### src/rtl/array_rfsh_sched.sv
// Refresh scheduler: turns the programmed start/period into refresh ticks, banks them
// as postponement credit, and handshakes one refresh at a time with the array FSM.
module array_rfsh_sched #(
  parameter int APB_DATA_WIDTH = 32,
  parameter int MAX_PEND       = 8,
  parameter int URGENT_TH      = 6,
  parameter int PEND_W         = 4
) (
  input  logic                      clk,
  input  logic                      rst_n,
  input  logic                      mc_en,
  input  logic [APB_DATA_WIDTH-1:0] mc_refresh_period,
  input  logic [APB_DATA_WIDTH-1:0] mc_refresh_start,
  output logic                      rfsh_req,
  output logic                      rfsh_urgent,
  input  logic                      rfsh_grant,
  input  logic                      rfsh_end,
  output logic [PEND_W-1:0]         rfsh_pending,
  output logic                      rfsh_overflow
);

  localparam logic [APB_DATA_WIDTH-1:0] ONE    = APB_DATA_WIDTH'(1);
  localparam logic [PEND_W-1:0]         PMAX   = PEND_W'(MAX_PEND);
  localparam logic [PEND_W-1:0]         PURGENT = PEND_W'(URGENT_TH);

  typedef enum logic [1:0] {IDLE, WAIT_START, RUN, BUSY} state_t;

  state_t                    state;
  logic [APB_DATA_WIDTH-1:0] timer;
  logic [APB_DATA_WIDTH-1:0] timer_nxt;
  logic [PEND_W-1:0]         pend_nxt;
  logic                      start_hit;
  logic                      period_hit;
  logic                      tick;
  logic                      done;
  logic                      ovf_set;

  // Saturating credit update; a tick and a completion in the same cycle cancel out.
  function automatic logic [PEND_W-1:0] next_pend(input logic [PEND_W-1:0] pend,
                                                  input logic inc, input logic dec);
    logic [PEND_W-1:0] res;
    res = pend;
    if (inc && !dec && pend < PMAX) res = pend + 1'b1;
    else if (dec && !inc)           res = pend - 1'b1;
    return res;
  endfunction

  // start=0 must tick immediately, so it is not compared as start-1 (which would wrap).
  assign start_hit  = (mc_refresh_start == '0) || (timer >= mc_refresh_start - ONE);
  assign period_hit = (mc_refresh_period != '0) && (timer >= mc_refresh_period - ONE);
  assign done       = (state == BUSY) && rfsh_end;
  assign timer_nxt  = tick ? '0 : timer + ONE;

  always_comb begin
    tick = 1'b0;
    case (state)
      WAIT_START: tick = mc_en && start_hit;
      RUN:        tick = mc_en && period_hit;
      BUSY:       tick = mc_en && period_hit;
      default:    tick = 1'b0;
    endcase
  end

  assign pend_nxt = next_pend(rfsh_pending, tick, done);
  assign ovf_set  = tick && !done && (rfsh_pending >= PMAX);

  assign rfsh_req    = (rfsh_pending != '0) && (state != BUSY) && mc_en;
  assign rfsh_urgent = (rfsh_pending >= PURGENT);

  always_ff @(posedge clk or negedge rst_n) begin
    if (!rst_n) begin
      state         <= IDLE;
      timer         <= '0;
      rfsh_pending  <= '0;
      rfsh_overflow <= 1'b0;
    end else begin
      case (state)
        IDLE: begin
          timer         <= '0;
          rfsh_pending  <= '0;
          rfsh_overflow <= 1'b0;
          if (mc_en) state <= WAIT_START;
        end
        WAIT_START: begin
          if (!mc_en) begin
            state        <= IDLE;
            timer        <= '0;
            rfsh_pending <= '0;
          end else begin
            timer        <= timer_nxt;
            rfsh_pending <= pend_nxt;
            if (ovf_set) rfsh_overflow <= 1'b1;
            if (tick)    state <= RUN;
          end
        end
        RUN: begin
          if (!mc_en) begin
            state        <= IDLE;
            timer        <= '0;
            rfsh_pending <= '0;
          end else begin
            timer        <= timer_nxt;
            rfsh_pending <= pend_nxt;
            if (ovf_set)              rfsh_overflow <= 1'b1;
            if (rfsh_req && rfsh_grant) state <= BUSY;
          end
        end
        BUSY: begin
          // With the enable gone, the refresh in flight still finishes before idling.
          if (done && !mc_en) begin
            state        <= IDLE;
            timer        <= '0;
            rfsh_pending <= '0;
          end else begin
            timer        <= timer_nxt;
            rfsh_pending <= pend_nxt;
            if (ovf_set) rfsh_overflow <= 1'b1;
            if (done)    state <= RUN;
          end
        end
        default: state <= IDLE;
      endcase
    end
  end

endmodule

### config.mk
export PLATFORM = sky130hd
export DESIGN_NAME = array_rfsh_sched
export DESIGN_NICKNAME = d
export VERILOG_FILES = /design/src/rtl/array_rfsh_sched.sv
export SDC_FILE = /design/constraint.sdc
export NUM_CORES = 1
export LEC_CHECK = 0
export CORE_ASPECT_RATIO = 0.9
export CORE_MARGIN = 2
export CORE_UTILIZATION = 40
export DETAILED_ROUTE_END_ITERATION = 7
export PLACE_DENSITY = 0.62
export SYNTH_ARGS = -nofsm -noshare
export SYNTH_HDL_FRONTEND = slang
export SYNTH_SLANG_ARGS = --single-unit
### constraint.sdc
create_clock -name clk -period 3.1 [get_ports clk]
set_input_delay 0.62 -clock clk [delete_from_list [all_inputs] [get_ports clk]]
set_output_delay 0.62 -clock clk [all_outputs]
set_load 0.05 [all_outputs]
==> results by group <==
Die
  – Row count: 37
  – Core ar.: around 11000 um^2
  – Die Ht: around 110 um
  – Die span in x: 119 um
  – Initial Util: 41.2%
  – # IOs: 76
  – Die Footprint: 12700 um^2

Critical path
  – Reg2Reg Depth: 11
  – CP most frequent cell: buf_4
  – Reg2reg start: timer[0]
  – Worst EP required: 3.26 ns
  – CP top delay family: buffers and inverters
  – Worst Path Max Fanout: 5
  – Slowest-stage cell, CP: or4_4
  – Critical path's largest stage delay: 0.56 ns
  – Crit path kind: input pin to register
  – Flop2flop setup slack: -0.08 ns
  – Worst EP arrival: 4.65 ns
  – Reg2Reg Capture Point: rfsh_pending[1]
  – Critical path, cell by cell: dlygate4sd2_1 > or4_4 > nor4_4 > buf_4 > buf_4 > buf_4 > buf_4 > buf_4 > buf_4 > buf_4 > buf_4 > buf_4 > buf_4 > nand2_1 > xor2_1 > ha_1 > and4_1 > a221oi_1 > nor2_1 > o32ai_4 > buf_6 > buf_6 > o211ai_1 > nor3b_2
  – Critical Path Sink Type: register
  – CP startpoint kind: input pin
  – Crit path buf inv count: 13

Synth
  – Register bit count reported by yosys: 39
  – Synthesized area: 4730 um^2
  – Post-synth top area share: 20.6%
  – Prevailing post-synth register cell: dfrtp_1
  – Ys async rst share: 100%
  – Post-synth top cells: ha_1, nor2_1, nand2_1
  – Top post-synthesis cells by area: dfrtp_1, ha_1, xnor2_1, xor2_1, nor2_1
  – Syn_nets: 719
  – Cell count after synthesis: ~580
  – Avg Cell Area, Syn: 8.23 um^2
  – Synth Warn #: 0
  – Cell taking the most area after synthesis: dfrtp_1
  – EDFF count, synth: 0
  – Sequential area share after synthesis: 20.6%
  – Count leader, synth: ha_1
  – Unique masters post-synth: 60

Placed design
  – Number of cells after detailed placement: 912
  – Place WS: -2.07 ns
  – Number of port buffers: 75
  – Dpl hpwl: 10900 um
  – Routability cong.: 0.827

Clock tree
  – Hold Buf Count CTS: 0
  – CTS root buffer: clkbuf_16
  – Sink Count: 39
  – CTS buffer count: 5
  – TritonCTS clock tree: done
  – Reg clk slew, reported paths: ~0.06 ns
  – Longest Clk Path Bufs: 2
  – Clock latency on the worst-skew pair: 0.28 ns
  – H-Tree Depth: 2

STA
  – Period utilisation layout: 145%
  – Clock skew: 0.00408 ns
  – Worst rel slew slack: 40.0%
  – Final worst slack: -1.39 ns
  – Worst-margin pin slew: 0.877 ns
  – Final setup viols: 39
  – WHS: 0.467 ns
  – Achievable Freq: roughly 0.22 GHz
  – RSZ-0062 raised after global routing: yes
  – Post-layout min period: 4.49 ns
  – Final Hold Violating Endpoints: 0
  – Final Max Tran Viols: 0

Detailed routing
  – Drt wl/cell: 15.0 um
  – Number of DRC markers in iteration 0: around 310
  – First-pass iteration count of the detailed router: 4
  – Vias: around 5000
  – Via/cell ratio: between 5 and 6
  – Antenna Violating Nets Remaining: 0
  – Drt total wl: between 10000 and 15000 um
  – Post-route DRC: 0

Outcome
  – Status: complete, but fails checks
  – Failing checks: setup timing

Flow run
  – Max-Cap Viols: 0

Power and ir drop
  – Max IR drop VDD: 0.277 mV
  – PwrDens: 311 nW/um^2
  – Pleak: 3.17 nW
  – Pwr Total: 2.27 mW

Finish
  – Fraction of layout cells with a size suffix above 1: between 20% and 30%
  – Fill cell count: 1001
  – Area Overhead vs Synth: 54.1%
  – Multi-input gate area: ~4000 um^2
  – Final nets: 934
  – FF+latch area: 976 um^2
  – Inserted Diodes: 0
  – Non-filler cells, final: 946

Global routing
  – First-pass GRT wire length: 23600 um
  – Vias in the first global route: 5201
  – Largest net degree at the start of global routing: 40
  – Initial antenna violation count: 0
  – GR Overflow Total: 0
  – Global-route usage over all layers: 22.2%

Min path
  – Tightest Hold Check Type: input pin to async pin
metal layers:
metal / GRT usage, % / part of all wire (%)
met4: 5.02 / 1.3
met5: 0 / 0
met1: 29.6 / 48
met3: 2.34 / 3.6
met2: 38.5 / 47
cell families (layout without fill, tap and decap cells):
| group | count (synthesis) | count (layout) | synth area share (%) |
|---|---|---|---|
| simple gates | 261 | 261 | 28.3 |
| xor+xnor | 89 | 89 | 16.5 |
| compound gates | 79 | 79 | 11.5 |
| fa+ha+maj | 75 | 75 | 19.8 |
| flops | 39 | 39 | 20.6 |
| buf+inv | 30 | 245 | 2.88 |
| mux | 2 | 2 | 0.423 |
cells in the final DEF (no fill, tap or decap), types with 12 or more instances in the layout:
master,count
nor3_1,19
a21oi_1,27
clkdlybuf4s50_1,56
ha_1,74
buf_4,134
nor2_1,49
nand3_1,20
nand4_1,17
xor2_1,41
xnor2_1,47
nand2_1,54
dfrtp_1,39
nor2_2,12
inv_1,18
o21ai_0,12
flip-flops by register name (all words and copies together) (netlist names):
| name | flops |
|---|---|
| state | 2 |
| timer | 32 |
| rfsh_overflow | 1 |
| rfsh_pending | 4 |
how the worst max path moves through the flow:
stage                      end  slack, ns                  from  depth (start not counted)
3_3_place_gp          timer[4]      -1.96  mc_refresh_start[11]                         17
6_report       rfsh_pending[1]      -1.39  mc_refresh_start[16]                         24
2_1_floorplan        timer[10]      -1.39  mc_refresh_start[11]                         16
3_5_place_dp         timer[28]      -2.07  mc_refresh_start[11]                         17
5_1_grt        rfsh_pending[1]      -1.52  mc_refresh_start[16]                         24
4_1_cts        rfsh_pending[1]      -1.49   mc_refresh_start[8]                         17
timing repair:
| item | in CTS | in global routing |
|---|---|---|
| endpoints found under the setup margin | 39 | 39 |
| resized for setup | 59 | 61 |
| endpoints found under the hold margin | 0 | 0 |
| cloned | 1 | 1 |
| pin swaps | 33 | 42 |
| buffers inserted | 20 | 5 |
final cells by class:
type | instances | share of cell area, %
flip-flops and latches | 39 | 13.4
clock inverters | 1 | 0.0686
inverters | 20 | 1.03
clock buffers | 6 | 1.90
multi-input cells | 506 | 54.8
well taps | 156 | 2.68
repair buffers | 218 | 26.1
report_power, final:
group	switching, mW	leakage (nW)	internal (mW)	total (mW)
Combinational	0.636	2.56	0.562	1.20
Clock	0.189	0.0727	0.314	0.503
Sequential	0.0353	0.542	0.532	0.568
stage by stage:
stage | TNS, ns | instance area [um^2] | util (%)
6_report | -51.65 | 7290 | 63.5
3_5_place_dp | -79.94 | 6570 | 57.2
4_1_cts | -55.92 | 7030 | 61.2
2_1_floorplan | -53.36 | 4780 | -
3_3_place_gp | -75.78 | 6570 | 57.2
5_1_grt | -57.11 | 7290 | 63.5
Power figures use the tool's default switching activity.
